## config.mk

```make
export PLATFORM = sky130hd
export DESIGN_NAME = alu_issue_stage
export DESIGN_NICKNAME = d
export VERILOG_FILES = /design/src/rtl/alu_issue_stage.sv
export SDC_FILE = /design/constraint.sdc
export NUM_CORES = 1
export LEC_CHECK = 0
export BUFFER_PORTS_ARGS = -buffer_cell sky130_fd_sc_hd__buf_2
export CAP_MARGIN = 40
export CORE_MARGIN = 10
export CORE_UTILIZATION = 30
export DETAILED_ROUTE_END_ITERATION = 8
export GPL_ROUTABILITY_DRIVEN = 0
export PLACE_DENSITY = 0.55
export SLEW_MARGIN = 20
export SYNTH_ARGS = -nofsm -noshare
export SYNTH_HDL_FRONTEND = slang
export SYNTH_SLANG_ARGS = --single-unit
export TNS_END_PERCENT = 100
```

## constraint.sdc

```tcl
create_clock -name clk -period 6 [get_ports clk]
set_input_delay 0.6 -clock clk [delete_from_list [all_inputs] [get_ports clk]]
set_output_delay 0.6 -clock clk [all_outputs]
set_load 0.05 [all_outputs]
```

## src/rtl/alu_issue_stage.sv

```systemverilog
// alu_issue_stage: RV64I ALU decode/issue stage with a registered output and a one-entry skid buffer
module alu_issue_stage #(
    parameter int WIDTH        = 64,
    parameter bit PASS_ILLEGAL = 1'b1
) (
    input  logic             clk,
    input  logic             rst,
    input  logic             flush,
    input  logic             in_valid,
    output logic             in_ready,
    input  logic [31:0]      in_instr,
    input  logic [WIDTH-1:0] in_pc,
    input  logic [WIDTH-1:0] in_rs1_data,
    input  logic [WIDTH-1:0] in_rs2_data,
    output logic             out_valid,
    input  logic             out_ready,
    output logic [4:0]       out_alu_control,
    output logic [WIDTH-1:0] out_operand_a,
    output logic [WIDTH-1:0] out_operand_b,
    output logic [4:0]       out_rd,
    output logic             out_word,
    output logic             out_illegal
);
    localparam int EW = 2 * WIDTH + 12;

    logic [6:0]       opc, f7;
    logic [5:0]       f6;
    logic [2:0]       f3;
    logic             sh, op_ok, opimm_ok, op32_ok, opimm32_ok;
    logic [WIDTH-1:0] imm_i, imm_u, shamt;
    logic [4:0]       f3_ctl, d_ctl;
    logic [WIDTH-1:0] d_a, d_b;
    logic             d_word, d_ok;
    logic [EW-1:0]    d_ent, out_q, skid_q;
    logic             skid_valid, enq;

    assign opc   = in_instr[6:0];
    assign f3    = in_instr[14:12];
    assign f7    = in_instr[31:25];
    assign f6    = in_instr[31:26];
    assign imm_i = {{(WIDTH-12){in_instr[31]}}, in_instr[31:20]};
    assign imm_u = {{(WIDTH-32){in_instr[31]}}, in_instr[31:12], 12'b0};
    assign shamt = {{(WIDTH-6){1'b0}}, in_instr[25:20]};
    assign sh    = (f3 == 3'd1) || (f3 == 3'd5);

    // funct7 0100000 is only meaningful for ADD/SUB and SRL/SRA
    assign op_ok      = (f7 == 7'd0) || (f7 == 7'b0100000 && (f3 == 3'd0 || f3 == 3'd5));
    assign opimm_ok   = !sh || (f6 == 6'd0) || (f6 == 6'b010000 && f3 == 3'd5);
    assign op32_ok    = op_ok && (f3 == 3'd0 || sh);
    assign opimm32_ok = (f3 == 3'd0) || (sh && ((f7 == 7'd0) || (f7 == 7'b0100000 && f3 == 3'd5)));

    // funct3 to ALU op; instr[30] picks SUB/SRA on the alternate encodings
    always_comb begin
        case (f3)
            3'd0:    f3_ctl = in_instr[30] ? 5'd1 : 5'd0;
            3'd1:    f3_ctl = 5'd5;
            3'd2:    f3_ctl = 5'd8;
            3'd3:    f3_ctl = 5'd9;
            3'd4:    f3_ctl = 5'd4;
            3'd5:    f3_ctl = in_instr[30] ? 5'd7 : 5'd6;
            3'd6:    f3_ctl = 5'd3;
            default: f3_ctl = 5'd2;
        endcase
    end

    // opcode decode; illegal instructions collapse to an all-zero ADD entry
    always_comb begin
        d_ctl  = 5'd0;
        d_a    = '0;
        d_b    = '0;
        d_word = 1'b0;
        d_ok   = 1'b0;
        case (opc)
            7'b0110011: begin d_ok = op_ok;      d_ctl = f3_ctl; d_a = in_rs1_data; d_b = in_rs2_data; end
            7'b0010011: begin d_ok = opimm_ok;   d_ctl = (f3 == 3'd0) ? 5'd0 : f3_ctl; d_a = in_rs1_data; d_b = sh ? shamt : imm_i; end
            7'b0111011: begin d_ok = op32_ok;    d_ctl = f3_ctl; d_a = in_rs1_data; d_b = in_rs2_data; d_word = 1'b1; end
            7'b0011011: begin d_ok = opimm32_ok; d_ctl = (f3 == 3'd0) ? 5'd0 : f3_ctl; d_a = in_rs1_data; d_b = sh ? shamt : imm_i; d_word = 1'b1; end
            7'b0110111: begin d_ok = 1'b1; d_b = imm_u; end
            7'b0010111: begin d_ok = 1'b1; d_a = in_pc; d_b = imm_u; end
            default:    d_ok = 1'b0;
        endcase
        if (!d_ok) begin
            d_ctl  = 5'd0;
            d_a    = '0;
            d_b    = '0;
            d_word = 1'b0;
        end
    end

    assign d_ent    = {!d_ok, d_word, d_ok ? in_instr[11:7] : 5'd0, d_ctl, d_a, d_b};
    assign enq      = in_valid && in_ready && (d_ok || PASS_ILLEGAL);
    assign in_ready = !skid_valid;
    assign {out_illegal, out_word, out_rd, out_alu_control, out_operand_a, out_operand_b} = out_q;

    // output register refills from skid first, then from the input; a stalled output diverts into skid
    always_ff @(posedge clk) begin
        if (rst) begin
            out_valid  <= 1'b0;
            skid_valid <= 1'b0;
            out_q      <= '0;
            skid_q     <= '0;
        end else if (flush) begin
            out_valid  <= 1'b0;
            skid_valid <= 1'b0;
        end else if (!out_valid || out_ready) begin
            if (skid_valid) begin
                out_q      <= skid_q;
                out_valid  <= 1'b1;
                skid_valid <= 1'b0;
            end else begin
                if (enq) out_q <= d_ent;
                out_valid <= enq;
            end
        end else if (enq) begin
            skid_q     <= d_ent;
            skid_valid <= 1'b1;
        end
    end
endmodule

```

==> impl_metrics.json <==
{
  "setup_viol": 0,
  "path_buf_inv": 5,
  "setup_slack_ns": 2.31,
  "synthArstFlopShare": 0,
  "synth-edff-count": 0,
  "fillers": 4483,
  "routed_wl_um": 53900,
  "min_path_type": "input port to flip-flop",
  "synth_cell_types": 38,
  "cts_max_level": 2,
  "vdd_ir_drop_max_v": 0.000151,
  "regArea_um2": 5610,
  "antenna_found_initial": 1,
  "start_kind": "flip-flop",
  "layout.cells.non_filler": 2577,
  "min_period_over_period": 0.615,
  "rr_endpoint": "out_q[133]",
  "synth_seq_area_share": 0.425,
  "status": "finished clean",
  "critPathCaptureType": "primary output",
  "drt-wirelength-per-cell_um": 20.9,
  "cts_buffers": 34,
  "slew_headroom": 0.439,
  "critPathLaunch": "skid_valid",
  "final-max-slew-violation-count": 0,
  "cp_num_cells": 5,
  "crit_chain": "buf_16, inv_6, buf_16, buf_4, buf_2",
  "dp_hpwl_um": 33700,
  "syn_area_um2": 13200,
  "drtIter0Drc": 1392,
  "cts.sinks": 280,
  "min_from": "in_pc[33]",
  "rr_startpoint": "skid_valid",
  "grt_use_total": 0.192,
  "synth_ff_type": "dfxtp_1",
  "cts_setup_buffers": 0,
  "crit_family": "buffers and inverters",
  "rsz0062_at_grt": "no",
  "drt.antenna.violating_nets": 0,
  "dieArea_um2": 52700,
  "dr_total_vias": 14400,
  "io_buffers": 369,
  "reg2regPathDepth": 10,
  "period_minus_slack_ns": 3.69,
  "core_um2": 43300,
  "start_util": 0.305,
  "finalHoldViolations": 0,
  "cts_tree": "done",
  "pwr_density_cell_nw_per_um2": 282,
  "drc": 0,
  "ctsHoldBuffers": 0,
  "clkTransAtPathRegs_ns": 0.06,
  "syn-num-nets": 1960,
  "timing_worst_slew_pin_value_ns": 0.842,
  "num_rows": 76,
  "p_leak_nw": 6.46,
  "vias_per_cell": 5.59,
  "max_stage_delay_ns": 0.69,
  "cp.arrival_ns": 3.09,
  "endpoint": "in_ready",
  "fmax_mhz": 271,
  "clock-skew-final_ns": 0.0123,
  "max_cap_violations": 0,
  "clk_latency_ns": 0.54,
  "cp_slowest_cell": "buf_4",
  "final_nets": 2197,
  "placed_cells": 2515,
  "fin_setup_tns_ns": 0,
  "synth_cells": 1731,
  "crit_top_cell": "buf_16",
  "cp_max_fo": 72,
  "cts_resized": 0,
  "grt_max_degree": 133,
  "overflow": 0,
  "dp_slack_ns": 2.40,
  "synth.avg_cell_area_um2": 7.61,
  "synth_seq_cells": 280,
  "synth_warnings": 0,
  "grt_pass1_vias": 13700,
  "fin_util": 0.382,
  "grt_pass1_wl_um": 82400,
  "crit_type": "flip-flop to primary output",
  "drt-pass1-iter-count": 7,
  "multiInputGateArea_um2": 6830,
  "ioPinCount": 371,
  "die_y_um": 230,
  "drive_above_1_share": 0.237,
  "die-width_um": 230,
  "area_growth_pct": 25.4,
  "required_ns": 5.40,
  "cts_buffer_depth": 3,
  "reg2reg_slack_ns": 2.68,
  "clockRootBuffer": "clkbuf_16",
  "total_power_mw": 4.65
}
## final cells by class
cell class | count | share of cell area
Multi-Input combinational cell | 1247 | 0.413
Sequential cell | 280 | 0.339
Timing Repair Buffer | 401 | 0.134
Clock buffer | 53 | 0.0637
Tap cell | 585 | 0.0443
Clock inverter | 5 | 0.00348
Inverter | 4 | 0.00121
Antenna cell | 2 | 0.000303
## cells in the mapped netlist (5+ instances only)
library cell | number | area share
dfxtp_1 | 280 | 0.43
nand2_1 | 145 | 0.041
a22o_1 | 31 | 0.021
buf_2 | 21 | 0.0080
nor3_1 | 113 | 0.043
nand2b_1 | 5 | 0.0024
nor2_1 | 181 | 0.052
a31oi_1 | 55 | 0.026
nor4_1 | 13 | 0.0062
buf_1 | 17 | 0.0048
clkbuf_1 | 161 | 0.046
mux2_2 | 6 | 0.0051
or3_1 | 68 | 0.032
a21oi_1 | 158 | 0.060
mux2i_1 | 5 | 0.0038
nand3_1 | 122 | 0.046
o21ai_0 | 160 | 0.061
a221oi_1 | 57 | 0.038
o2bb2ai_1 | 33 | 0.022
o211ai_1 | 71 | 0.040
## worst min path at each step
stage | to | slack (ns) | cells after the start
2_1_floorplan | skid_q[131] | 0.43 | 2
3_3_place_gp | skid_q[67] | 0.44 | 2
3_5_place_dp | skid_q[73] | 0.44 | 2
4_1_cts | skid_q[97] | 0.31 | 3
5_1_grt | out_q[76] | 0.33 | 3
6_report | skid_q[97] | 0.34 | 3
## cell usage in the layout, fill, tap and decap left out, types with 3 or more instances in the layout
master     count
nand2_1      144
nor2b_1        3
a31oi_1       55
o211ai_1      71
and3_1         3
clkbuf_8      11
dfxtp_1      279
a21oi_1      158
buf_2        368
mux2i_1        5
clkbuf_1       7
clkbuf_16     35
nor3_1       111
o2bb2ai_1     33
nor4_1        13
nand2b_1       5
a22o_1        31
buf_4         25
buf_12         4
mux2_2         6
nor2_1       179
a221oi_1      57
nand3_1      121
or3_1         67
o21ai_0      160
buf_16         4
## sequential cells by signal (all words and copies together) (netlist names)
signal,count
out_q,139
skid_q,139
out_valid,1
skid_valid,1
## per-layer routing
layer / vias to the layer above / share of wire / track usage
met5: - / 0 / 0
met4: 0 / 0.016 / 0.0420
met3: 63 / 0.093 / 0.0536
met2: 658 / 0.44 / 0.286
met1: 6888 / 0.45 / 0.268
li1: 6796 / - / -
## worst reg2reg max path: stages, from the launching register on
cell and delay (ns):
dfxtp_4 0.65, nor2_1 0.22, nor3_4 0.14, buf_4 0.60, nand2_2 0.11, buf_4 0.29, buf_12 0.24, nor3_2 0.12
buf_4 0.36, buf_12 0.30, nor3_1 0.12
## cells by family after synthesis
| family | Yosys count | synth area share |
|---|---|---|
| other | 1 | 0.000285 |
| DFF | 280 | 0.425 |
| muxes | 11 | 0.00892 |
| buffers and inverters | 204 | 0.0604 |
| AOI/OAI and AO/OA | 573 | 0.273 |
| and+or+nand+nor | 662 | 0.232 |
## through the flow
| stage | cell area [µm²] | hold slack, ns |
|---|---|---|
| 2_1_floorplan | 13200 | 0.428 |
| 3_3_place_gp | 15200 | 0.435 |
| 3_5_place_dp | 15400 | 0.441 |
| 4_1_cts | 16500 | 0.307 |
| 5_1_grt | 16500 | 0.326 |
| 6_report | 16500 | 0.339 |
## power breakdown
group	leakage, nW	internal (mW)	switching (mW)
Sequential	2.28	1.92	0.0355
Clock	0.549	1.25	0.827
Combinational	3.64	0.177	0.453
Total	6.46	3.34	1.32
No activity file was read; power rests on OpenSTA's default activity.
